<file path="config.mk">
export PLATFORM = sky130hd
export DESIGN_NAME = keccak_absorb
export DESIGN_NICKNAME = d
export VERILOG_FILES = /design/src/rtl/sha3_pkg.sv /design/src/rtl/keccak_absorb_lane_cnt.sv /design/src/rtl/keccak_absorb.sv
export SDC_FILE = /design/constraint.sdc
export NUM_CORES = 1
export LEC_CHECK = 0
export ABC_AREA = 1
export BUFFER_PORTS_ARGS = -buffer_cell sky130_fd_sc_hd__buf_2
export CAP_MARGIN = 25
export CORE_MARGIN = 3
export CORE_UTILIZATION = 34
export CTS_BUF_LIST = sky130_fd_sc_hd__clkbuf_16
export CTS_CLUSTER_SIZE = 8
export DETAILED_ROUTE_END_ITERATION = 7
export GPL_ROUTABILITY_DRIVEN = 0
export PLACE_DENSITY = 0.79
export RECOVER_POWER = 50
export SLEW_MARGIN = 20
export SYNTH_ARGS = -nofsm -noshare
export SYNTH_HDL_FRONTEND = slang
export SYNTH_HIERARCHICAL = 1
export SYNTH_SLANG_ARGS = --single-unit
</file>
<file path="constraint.sdc">
create_clock -name clk -period 2.55 [get_ports clk]
set_input_delay 0.1275 -clock clk [delete_from_list [all_inputs] [get_ports clk]]
set_output_delay 0.1275 -clock clk [all_outputs]
set_load 0.03 [all_outputs]
</file>
<file path="src/rtl/sha3_pkg.sv">
// Shared types for the SHA-3 datapath: lane geometry, lane/coordinate types
// and the absorb controller state encoding.
package sha3_pkg;
    localparam int LANE_W = 64;
    localparam int DIM    = 5;
    localparam int NLANES = 25;

    typedef logic [LANE_W-1:0] lane_t;
    typedef logic [2:0]        coord_t;

    typedef enum logic [2:0] {
        IDLE,
        CLEAR,
        ABSORB,
        PERM,
        PERM_WAIT,
        DONE
    } absorb_state_t;

    function automatic logic [4:0] lane_idx(input coord_t x, input coord_t y);
        return 5'(y) * 5'd5 + 5'(x);
    endfunction
endpackage

</file>
<file path="src/rtl/keccak_absorb_lane_cnt.sv">
// Lane walker over the 5x5 plane: x steps fastest, y advances when x wraps.
// The last flag compares the linear lane index against a caller-chosen limit.
module lane_cnt
    import sha3_pkg::*;
(
    input  logic       clk,
    input  logic       rst,
    input  logic       clr,
    input  logic       inc,
    input  logic [4:0] limit,
    output coord_t     x,
    output coord_t     y,
    output logic [4:0] idx,
    output logic       last
);

    always_ff @(posedge clk) begin
        if (rst || clr) begin
            x <= '0;
            y <= '0;
        end else if (inc) begin
            if (x == coord_t'(DIM - 1)) begin
                x <= '0;
                y <= y + 3'd1;
            end else begin
                x <= x + 3'd1;
            end
        end
    end

    assign idx  = lane_idx(x, y);
    assign last = (idx == limit);

endmodule

</file>
<file path="src/rtl/keccak_absorb.sv">
// Absorb front end for the Keccak lane memory: clears the state, XORs message
// words into their lanes, and hands each full block to the permutation.
//
// state     | meaning
// ----------+--------------------------------------------------------------
// IDLE      | waiting for a word flagged in_first; nothing consumed
// CLEAR     | zero all 25 lanes, one per cycle
// ABSORB    | accept words, lane <= lane ^ word, through RATE_LANES-1
// PERM      | one-cycle perm_start pulse
// PERM_WAIT | wait for perm_done; then next block or finish
// DONE      | one-cycle absorb_done pulse, back to IDLE
module keccak_absorb
    import sha3_pkg::*;
#(
    parameter int RATE_LANES = 17
) (
    input  logic              clk,
    input  logic              rst,
    input  logic              in_valid,
    output logic              in_ready,
    input  logic [LANE_W-1:0] in_data,
    input  logic              in_first,
    input  logic              in_last,
    output logic [2:0]        rx,
    output logic [2:0]        ry,
    input  logic [LANE_W-1:0] rd,
    output logic [2:0]        wx,
    output logic [2:0]        wy,
    output logic              wr,
    output logic [LANE_W-1:0] wd,
    output logic              perm_start,
    input  logic              perm_done,
    output logic              absorb_done,
    output logic              busy,
    output logic              err
);

    localparam logic [4:0] RATE_LAST  = 5'(RATE_LANES - 1);
    localparam logic [4:0] CLEAR_LAST = 5'(NLANES - 1);

    absorb_state_t state;
    coord_t        cx, cy;
    logic [4:0]    cnt_idx;
    logic          cnt_last, cnt_clr, cnt_inc;
    logic [4:0]    cnt_limit;
    logic          accept, last_blk, first_pend;

    assign in_ready  = (state == ABSORB);
    assign accept    = in_ready && in_valid;
    assign cnt_limit = (state == CLEAR) ? CLEAR_LAST : RATE_LAST;
    assign cnt_inc   = (state == CLEAR) || accept;
    assign cnt_clr   = (state == IDLE) || (cnt_inc && cnt_last);

    lane_cnt u_lane_cnt (
        .clk   (clk),
        .rst   (rst),
        .clr   (cnt_clr),
        .inc   (cnt_inc),
        .limit (cnt_limit),
        .x     (cx),
        .y     (cy),
        .idx   (cnt_idx),
        .last  (cnt_last)
    );

    // Memory ports are combinational so a word is read, mixed and written in one cycle.
    assign wr = (state == CLEAR) || accept;
    assign wx = wr ? cx : '0;
    assign wy = wr ? cy : '0;
    assign wd = accept ? (rd ^ in_data) : '0;
    assign rx = in_ready ? cx : '0;
    assign ry = in_ready ? cy : '0;

    always_ff @(posedge clk) begin
        if (rst) begin
            state       <= IDLE;
            perm_start  <= 1'b0;
            absorb_done <= 1'b0;
            busy        <= 1'b0;
            err         <= 1'b0;
            last_blk    <= 1'b0;
            first_pend  <= 1'b0;
        end else begin
            perm_start  <= 1'b0;
            absorb_done <= 1'b0;
            case (state)
                IDLE: begin
                    if (in_valid && in_first) begin
                        state      <= CLEAR;
                        busy       <= 1'b1;
                        err        <= 1'b0;
                        first_pend <= 1'b1;
                    end
                end
                CLEAR: begin
                    err        <= 1'b0;
                    first_pend <= 1'b1;
                    if (cnt_last) state <= ABSORB;
                end
                ABSORB: begin
                    if (accept) begin
                        first_pend <= 1'b0;
                        if (in_first && !first_pend) err <= 1'b1;
                        if (in_last && cnt_idx != RATE_LAST) err <= 1'b1;
                        if (cnt_last) begin
                            last_blk   <= in_last;
                            state      <= PERM;
                            perm_start <= 1'b1;
                        end
                    end
                end
                PERM: begin
                    state <= PERM_WAIT;
                end
                // perm_done only counts here, so a pulse overlapping perm_start is dropped.
                PERM_WAIT: begin
                    if (perm_done) begin
                        if (last_blk) begin
                            state       <= DONE;
                            absorb_done <= 1'b1;
                        end else begin
                            state <= ABSORB;
                        end
                    end
                end
                DONE: begin
                    state    <= IDLE;
                    busy     <= 1'b0;
                    last_blk <= 1'b0;
                end
                default: begin
                    state <= IDLE;
                    busy  <= 1'b0;
                end
            endcase
        end
    end

endmodule

</file>
==> summary.txt, run 1 <==
Logic synthesis
  • Commonest cells in the netlist: xnor2_1, nor2_2, nand2_1
  • Syn. warnings: 6
  • Yosys cell types: 32
  • Cell taking the most area after synthesis: xnor2_1
  • Synth top area share: 25.9%
  • Number of synthesized register bits: 15
  • Post-Syn Instances: 324
  • Leading post-synthesis cells by cell area: xnor2_1, nor2_2, dfxtp_1
  • Ys flop type: dfxtp_1
  • Top-count cell post-synth: xnor2_1
  • Post-synth ARST share: 0%
  • Post-synthesis sequential area ratio: 13.2%
  • Cell Area, Synth: 2270 um2
  • Post-synth EDFFs: 0
  • Post-Syn Area per Cell: 7.00 um2

STA
  • Final Skew: 9.52 ps
  • Final worst path period need: 2460 ps
  • Final Max Slew Viols: 0
  • Endpoints failing setup: 0
  • Max Fclk: 407 MHz
  • RSZ-0062 raised after global routing: true
  • Fin worst setup slack: 93.6 ps
  • Final Cycle Share: 96.3%
  • Final hold vios: 0

Worst setup path
  • Worst EP arrival: 2620 ps
  • Crit end category: register
  • Critical path class: reg -> reg
  • Worst-path fanout max: 4
  • Critical Path RT: 2710 ps
  • Startpoint types: register

Power and ir drop
  • Sequential power share: 16.6%
  • Power per Cell Area: 562 nW/um2
  • Switching share of power: 52.6%
  • Sw power: 1050 uW
  • Leak pwr: 0.00185 uW
  • Clock share of power: 15.5%
  • Power Total: 2000 uW
  • Internal power: 948 uW
  • Combinational power share: 67.9%
  • IR drop worst, VDD: 0.000790 V

Place
  • Port bufs: 215
  • Pre-CTS setup slack: -156 ps
  • HPWL Detailed: 7120 um
  • Inst Count DP: 619
  • Placed Area: 3430 um2

GRT
  • GR peak layer: met2
  • Met1 GRT Util: 22.2%
  • Initial antenna violation count: 0
  • Vias in the first global route: 2,591
  • GRT Total Usage: 19.1%
  • Global-route wire length before repair: 11,800 um
  • Largest net degree at the start of global routing: 29
  • Met2 usage: 36.4%
  • GR Layer Usage met3: 2.73%
  • Remaining Overflow, GRT: 0

Floorplanning
  • Initial Util: 35.3%
  • Row cnt: 29
  • Die H: 87.7 um
  • Core area: 6420 um2
  • Die Width: 87.7 um
  • # IOs: 216
  • DIE AREA: 7680 um2

Clock tree
  • CTS Hold Buffers Added: 0
  • Root buffer cell: clkbuf_16
  • Maximum clock path buffer count: 2
  • CTS tree: built
  • Clock latency on the worst-skew pair: 250 ps
  • Clock-pin slew on the worst setup and hold paths: 50 ps
  • Max H-tree Level: 1
  • CTS buffer count: 3
  • Clk sinks: 15

Routing
  • Via count: 2,844
  • Antenna Nets Post-Route: 0
  • DR pass1 iterations: 4
  • Vias per cell: 4.55
  • Drt wl/cell: 13.4 um
  • DR DRC count: 0
  • Post-Route WL: 8370 um
  • Initial detailed-routing violation count: 98

Layout
  • N_diodes: 0
  • Fillers: 616
  • Non-filler cells, final: 625
  • Final Net Count: 695
  • Share of layout cells above drive strength 1: 53.1%
  • Core Util, Final: 55.5%
  • Area delta synth->final: 57.2%
  • Fin area: 3560 um2

Run status
  • Result of the run: completed

Job
  • Max Cap Viol: 0

Hold path
  • HP Class: in -> reg
layer usage:
metal,part of all wire [%],vias up
li1,-,1434
met1,39,1269
met2,52,125
met3,7.3,16
met4,2.0,0
met5,0,-
area by class of cell:
cell class              instances  area [um2]  share of cell area [%]
multi-input cells             272        1840                    51.6
inverters                      33         126                    3.55
flip-flops and latches         15         304                    8.53
clock buffers                   3        75.1                    2.11
well taps                      77        96.3                    2.70
repair buffers                224        1120                    31.3
clock inverters                 1        5.00                   0.140
what timing repair did:
item | CTS | global route
setup endpoints to repair | 10 | 9
hold endpoints to repair | 0 | 0
buffers inserted | 0 | 2
pin swaps | 4 | 7
gates resized for setup | 8 | 11
power by group through the flow:
| stage | registers, uW | logic, uW | clock network, uW |
|---|---|---|---|
| after floorplan | 346 | 949 | 0 |
| after global placement | 330 | 1280 | 0 |
| after detailed placement | 332 | 1300 | 0 |
| after CTS | 329 | 1330 | 312 |
| after global routing | 338 | 1480 | 327 |
| final | 333 | 1360 | 311 |
worst max-delay path, stage by stage (launching register included):
cell and delay (ps):
dfxtp_4 360, ha_4 270, ha_4 200, fa_2 590
xor2_1 150, nor2_1 80, nand2_2 80, nor2_4 50
inv_2 80, o22ai_2 100, nor2_4 170, nand2_2 100
a211oi_2 150
worst paths after layout:
check,endpoint,from,cells after the start,slack [ps]
max,u_lane_cnt/x[1],u_lane_cnt/y[0],12,90
min,absorb_done,perm_done,3,140
max reg2reg,u_lane_cnt/x[1],u_lane_cnt/y[0],12,90
min reg2reg,err,err,2,480
placed cells by master (no fill, tap or decap), types with 5 or more instances in the layout:
master	instances
a21oi_1	9
buf_2	184
buf_4	8
clkbuf_1	31
conb_1	5
dfxtp_1	14
ha_1	7
inv_1	26
inv_2	5
nand2_1	35
nand2_2	8
nand3_1	11
nand3_2	5
nor2_1	34
nor2_2	61
xnor2_1	67
flip-flops by register name (all words and copies together) (netlist names):
signal,flops
busy,1
last_blk,1
absorb_done,1
u_lane_cnt/y,3
err,1
u_lane_cnt/x,3
first_pend,1
perm_start,1
state,3
metrics by stage:
step	setup TNS, ps	hold slack, ps
4_1_cts	0	141
3_5_place_dp	-732	403
2_1_floorplan	0	197
3_3_place_gp	-44.2	408
5_1_grt	-20.5	173
6_report	0	143
logic make-up after synthesis:
logic type               count (synthesis)  synth area share [%]
AND/OR/NAND/NOR                        165                  38.4
XOR/XNOR                                69                  26.7
buffers and inverters                   40                  9.44
AO/OA/AOI/OAI                           21                  5.02
flip-flops                              15                  13.2
adder cells (fa/ha/maj)                 12                  6.95
other                                    2                 0.331
Power figures use the tool's default switching activity.
==> run 2, diff against run 1 <==
ABC_AREA = not set   (was 1)
CAP_MARGIN = 20   (was 25)
CORE_UTILIZATION = 32   (was 34)
PLACE_DENSITY = 0.78   (was 0.79)
REMOVE_ABC_BUFFERS = 1   (was not set)
==> run 2 against run 1 <==
Power decreased by 49%. Critical path type unchanged. Sequential power decreased by 26%. Largest power group unchanged. The run now ends with setup timing left. Clock power about the same. Critical path depth decreased by 2. Die area decreased by 5.9%. Worst setup slack got worse by 120 ps. Core utilization increased by 0.95 points. Flip-flop and latch count unchanged. Final cell count decreased by 8.8%. Largest cell class unchanged. Clock skew decreased by 7.7 ps. Highest routed layer unchanged.
==> summary.txt, run 2 <==
Run status
  • Result of the run: finished with violations
  • Failing checks: setup timing

Power and ir drop
  • Leak pwr: 0.00179 uW
  • Power per Cell Area: 301 nW/um2
  • IR drop worst, VDD: 0.000329 V

Floorplanning
  • Die H: 85.0 um
  • Core area: 5990 um2
  • DIE AREA: 7230 um2
  • # IOs: 216
  • Row cnt: 28
  • Initial Util: 33.4%
  • Die Width: 85.0 um

Worst setup path
  • Max stage delay on crit path: 450 ps
  • Reg2Reg Depth: 10
  • FF-to-FF setup slack: -30 ps
  • Critical Path Most Common Cell: ha_4
  • Critical path cell sequence: ha_4, ha_4, fa_2, xnor2_1, nand4_1, a21oi_2, inv_1, o2bb2ai_2, a221oi_2, mux2i_1
  • Critical path class: reg -> reg
  • Slowest stage cell on the critical path: fa_2
  • FF-to-FF End: state[1]
  • Startpoint types: register
  • Worst R2R Start: u_lane_cnt/y[0]
  • Critical Path RT: 2720 ps
  • WP buf/inv: 1
  • Worst-path fanout max: 4
  • Crit end category: register
  • Critical path's top delay family: adder cells
  • Worst EP arrival: 2750 ps
  • Worst setup path start: u_lane_cnt/y[0]

STA
  • Post-Route Setup TNS: -26.7 ps
  • Worst Max-Slew Pin Slew: 513 ps
  • Final Skew: 1.83 ps
  • Max Fclk: 388 MHz
  • Final Cycle Share: 101%
  • RSZ-0062 raised after global routing: true
  • Endpoints failing setup: 1
  • Final Max Slew Viols: 0
  • Final worst path period need: 2580 ps
  • Fin worst setup slack: -26.7 ps
  • Final hold vios: 0
  • Rel. slew slack: 65.5%

Logic synthesis
  • Yosys cell types: 36
  • Post-synth EDFFs: 0
  • Post-synth ARST share: 0%
  • Post-synthesis sequential area ratio: 15.0%
  • Post-Syn Instances: 269
  • Cell taking the most area after synthesis: xnor2_1
  • Top-count cell post-synth: nor2_1
  • Ys flop type: dfxtp_1
  • Syn. warnings: 6
  • Commonest cells in the netlist: nor2_1, xnor2_1, dfxtp_1
  • Post-Syn Area per Cell: 7.43 um2
  • Cell Area, Synth: 2000 um2
  • Synth top area share: 30.7%
  • Leading post-synthesis cells by cell area: xnor2_1, dfxtp_1, nor2_1
  • Number of synthesized register bits: 15

Clock tree
  • Clock-pin slew on the worst setup and hold paths: 50 ps
  • Max H-tree Level: 1
  • Root buffer cell: clkbuf_16
  • Maximum clock path buffer count: 2
  • CTS tree: built
  • CTS buffer count: 3
  • Clock latency on the worst-skew pair: 250 ps
  • Clk sinks: 15

GRT
  • Initial antenna violation count: 0
  • GRT Total Usage: 23.5%
  • Global-route wire length before repair: 13,200 um
  • Remaining Overflow, GRT: 0
  • Largest net degree at the start of global routing: 52
  • Vias in the first global route: 2,492

Layout
  • Most frequent cells in the layout: buf_2, nor2_1, xnor2_1
  • Core Util, Final: 56.5%
  • Commonest non-fill, non-tap cell in the layout: buf_2
  • Share of layout cells above drive strength 1: 49.5%
  • Final Net Count: 642
  • N_diodes: 0
  • Area delta synth->final: 69.3%
  • Top Registers: state (3), u_lane_cnt/x (3), u_lane_cnt/y (3)

Place
  • HPWL Detailed: 7880 um
  • Port bufs: 215

Hold path
  • HP Class: in -> reg
  • Hold Path Depth: 3
  • Worst Hold Path EP: absorb_done
  • Worst hold start: perm_done

Routing
  • Drt wl/cell: 16.1 um
  • Initial detailed-routing violation count: 173
  • DR pass1 iterations: 4
  • Vias per cell: 4.71
  • DR DRC count: 0
  • Post-Route WL: 9190 um
  • Antenna Nets Post-Route: 0
  • Via count: 2,686

Job
  • Max Cap Viol: 0
[run 2: report_power, final]
group          switching [uW]  internal, uW  total [uW]
clock network            99.7           208         308
logic                     247           213         460
registers                6.33           242         248
total                     353           663        1020
[run 2: cell families (layout without fill, tap and decap cells)]
logic type,after synthesis,count (layout),share of synthesized area [%]
simple gates,120,120,27.0
other cells,2,4,0.376
fa+ha+maj,12,12,7.89
buf+inv,17,241,5.38
mux,4,4,2.00
compound gates,24,24,8.08
flops,15,15,15.0
xor+xnor,75,75,34.3
[run 2: final cells by class]
class / instances / area, um2
flip-flops and latches: 15 / 305
clock buffers: 3 / 75.1
well taps: 75 / 93.8
inverters: 6 / 22.5
clock inverters: 1 / 3.75
repair buffers: 231 / 1190
multi-input cells: 239 / 1690
fillers: 559 / 2610
[run 2: worst register-to-register path, cell delays in order, from the launching register on]
cell       delay (ps)
dfxtp_4           360
ha_4              230
ha_4              260
fa_2              450
xnor2_1           170
nand4_1           120
a21oi_2           200
inv_1              90
o2bb2ai_2         130
a221oi_2          260
mux2i_1           230
[run 2: what timing repair did]
action	in CTS	in global routing
hold buffers	0	0
pin swaps	5	9
endpoints found under the setup margin	8	2
buffers inserted	0	2
resized for setup	8	6
[run 2: metal layers]
metal  part of all wire (%)  global-route usage, %
met2                     46                   35.9
met5                      0                      0
met4                   0.78                   4.03
met1                     40                   33.7
met3                     13                   6.02
[run 2: how the worst max path moves through the flow]
stage | depth (start not counted) | endpoint
floorplan | 3 | wd[0]
global placement | 10 | state[1]
detailed placement | 10 | state[1]
CTS | 10 | state[1]
global route | 10 | state[1]
finish | 10 | state[1]
[run 2: metrics by stage]
stage                     cell area, um2  cells  worst slack [ps]  total power [uW]  hold slack [ps]
after floorplan                     1920    260              -272               501              200
after global placement              3200    564              -178               699              426
after detailed placement            3200    564              -265               707              435
after CTS                           3330    568              10.9              1020              180
after global routing                3380    570             -54.1              1070              206
final                               3380    570             -26.7              1020              205
==> run 3, diff against run 2 <==
PLACE_DENSITY = 0.89   (was 0.78)
==> run 3 against run 2 <==
The run still ends with setup timing left. Core utilization is 0.063 points higher. Via count rose by 3.1%. Final area grew 0.11%. Sequential share of layout area hardly changed. Critical path depth stayed put. Flip-flop and latch count is the same. Register-to-register slack barely moved. Non-clock buffer count is 1 lower. Sequential power about the same. Die area unchanged. Power grew 1.2%. Critical path type unchanged. Largest cell class unchanged.
==> summary.txt, run 3 (synthesized netlist as in run 2, its figures left out) <==
Layout
  • Fillers: 540
  • Final Net Count: 641
  • Fin area: 3390 um2
  • Most frequent cells in the layout: buf_2, nor2_1, xnor2_1
  • Top Registers: state (3), u_lane_cnt/x (3), u_lane_cnt/y (3)
  • Area delta synth->final: 69.4%
  • Share of layout cells above drive strength 1: 50.0%
  • Commonest non-fill, non-tap cell in the layout: buf_2

GRT
  • Initial antenna violation count: 1
  • Remaining Overflow, GRT: 0
  • GRT Total Usage: 23.7%
  • Vias in the first global route: 2,641
  • Global-route wire length before repair: 13,600 um
  • Largest net degree at the start of global routing: 66

Place
  • Placed Area: 3180 um2
  • HPWL Detailed: 7780 um
  • Port bufs: 215

Floorplanning
  • # IOs: 216
  • Row cnt: 28
  • Initial Util: 33.4%
  • Core area: 5990 um2
  • DIE AREA: 7230 um2
  • Die Width: 85.0 um
  • Die H: 85.0 um

Run status
  • Result of the run: finished with violations
  • Failing checks: setup timing

Worst setup path
  • Max stage delay on crit path: 470 ps
  • Critical Path RT: 2730 ps
  • Critical path cell sequence: ha_4, ha_4, fa_2, xnor2_2, nand4_1, a21oi_2, inv_1, o2bb2ai_1, a221oi_2, mux2i_1
  • FF-to-FF End: state[1]
  • Worst-path fanout max: 4
  • Reg2Reg Depth: 10
  • WP buf/inv: 1
  • Critical Path Most Common Cell: ha_4
  • Critical path class: reg -> reg
  • Startpoint types: register
  • Levels on crit path: 10
  • Worst EP arrival: 2760 ps
  • Critical path's top delay family: adder cells
  • Worst R2R Start: u_lane_cnt/y[0]
  • FF-to-FF setup slack: -20 ps
  • Crit end category: register
  • Slowest stage cell on the critical path: fa_2

Routing
  • Antenna Nets Post-Route: 0
  • Vias per cell: 4.86
  • Via count: 2,770
  • Initial detailed-routing violation count: 127
  • Post-Route WL: 9600 um
  • DR pass1 iterations: 5
  • DR DRC count: 0
  • Drt wl/cell: 16.8 um

Power and ir drop
  • IR drop worst, VDD: 0.000361 V
  • Power per Cell Area: 304 nW/um2
  • Sequential power share: 24.2%
  • Sw power: 365 uW
  • Internal power: 664 uW
  • Combinational power share: 45.2%
  • Clock share of power: 30.7%
  • Leak pwr: 0.00179 uW
  • Switching share of power: 35.4%
  • Power Total: 1030 uW

Clock tree
  • Clock latency on the worst-skew pair: 250 ps
  • CTS Hold Buffers Added: 0
  • Maximum clock path buffer count: 2
  • Max H-tree Level: 1
  • CTS tree: built
  • CTS buffer count: 3
  • Clock-pin slew on the worst setup and hold paths: 50 ps
  • Clk sinks: 15
  • Root buffer cell: clkbuf_16

STA
  • Endpoints failing setup: 3
  • Worst Max-Slew Pin Slew: 620 ps
  • Post-Route Setup TNS: -41.4 ps
  • Fin worst setup slack: -22.7 ps
  • Final Max Slew Viols: 0
  • Max Fclk: 389 MHz
  • Rel. slew slack: 58.7%
  • Final Cycle Share: 101%
  • Final Skew: 2.54 ps
  • RSZ-0062 raised after global routing: true
  • Final hold vios: 0
  • Final worst path period need: 2570 ps

Hold path
  • Worst Hold Path EP: state[2]
  • Hold Path Depth: 2
  • Worst hold start: rst
  • HP Class: in -> reg

Job
  • Max Cap Viol: 0
run 3: cell type report:
type	count	area (um2)	area share [%]
Antenna cell	1	2.50	0.0739
Clock inverter	1	5.00	0.148
Clock buffer	3	75.1	2.22
Inverter	6	22.5	0.665
Tap cell	75	93.8	2.77
Sequential cell	15	307	9.05
Multi-Input combinational cell	239	1700	50.2
Timing Repair Buffer	230	1180	34.8
run 3: metal layers:
metal / track usage, % / part of all wire, % / up-vias / wire length (um)
met5: 0 / 0.15 / - / 14
met4: 6.04 / 2.1 / 2 / 206
met3: 5.73 / 11 / 21 / 1090
met2: 37.6 / 47 / 180 / 4510
met1: 32.1 / 39 / 1251 / 3780
li1: - / - / 1316 / -
run 3: timing repair:
action	in CTS	in global routing
gates cloned	0	0
buffers inserted	2	1
resized for setup	9	8
pin swaps	5	8
endpoints found under the hold margin	0	0
endpoints found under the setup margin	9	5
run 3: worst max path at each step:
stage / start / to / slack [ps]
2_1_floorplan: state[1] / wd[0] / -270
3_3_place_gp: u_lane_cnt/y[0] / state[1] / -160
3_5_place_dp: u_lane_cnt/y[0] / state[1] / -280
4_1_cts: u_lane_cnt/y[0] / state[1] / 2
5_1_grt: u_lane_cnt/y[0] / last_blk / -70
6_report: u_lane_cnt/y[0] / state[1] / -20
run 3: metrics by stage:
stage	worst slack, ps	hold WS, ps	util (%)	std cells
floorplan	-272	200	-	260
global placement	-157	431	53.1	562
detailed placement	-285	440	53.1	562
CTS	1.81	180	55.5	568
global route	-71.2	239	56.5	569
finish	-22.7	224	56.5	570
run 3: power by group through the flow:
stage	Sequential, uW	Clock [uW]	Combinational [uW]
finish	249	316	465
global route	249	322	502
CTS	248	316	458
detailed placement	254	0	451
global placement	253	0	441
floorplan	264	0	237
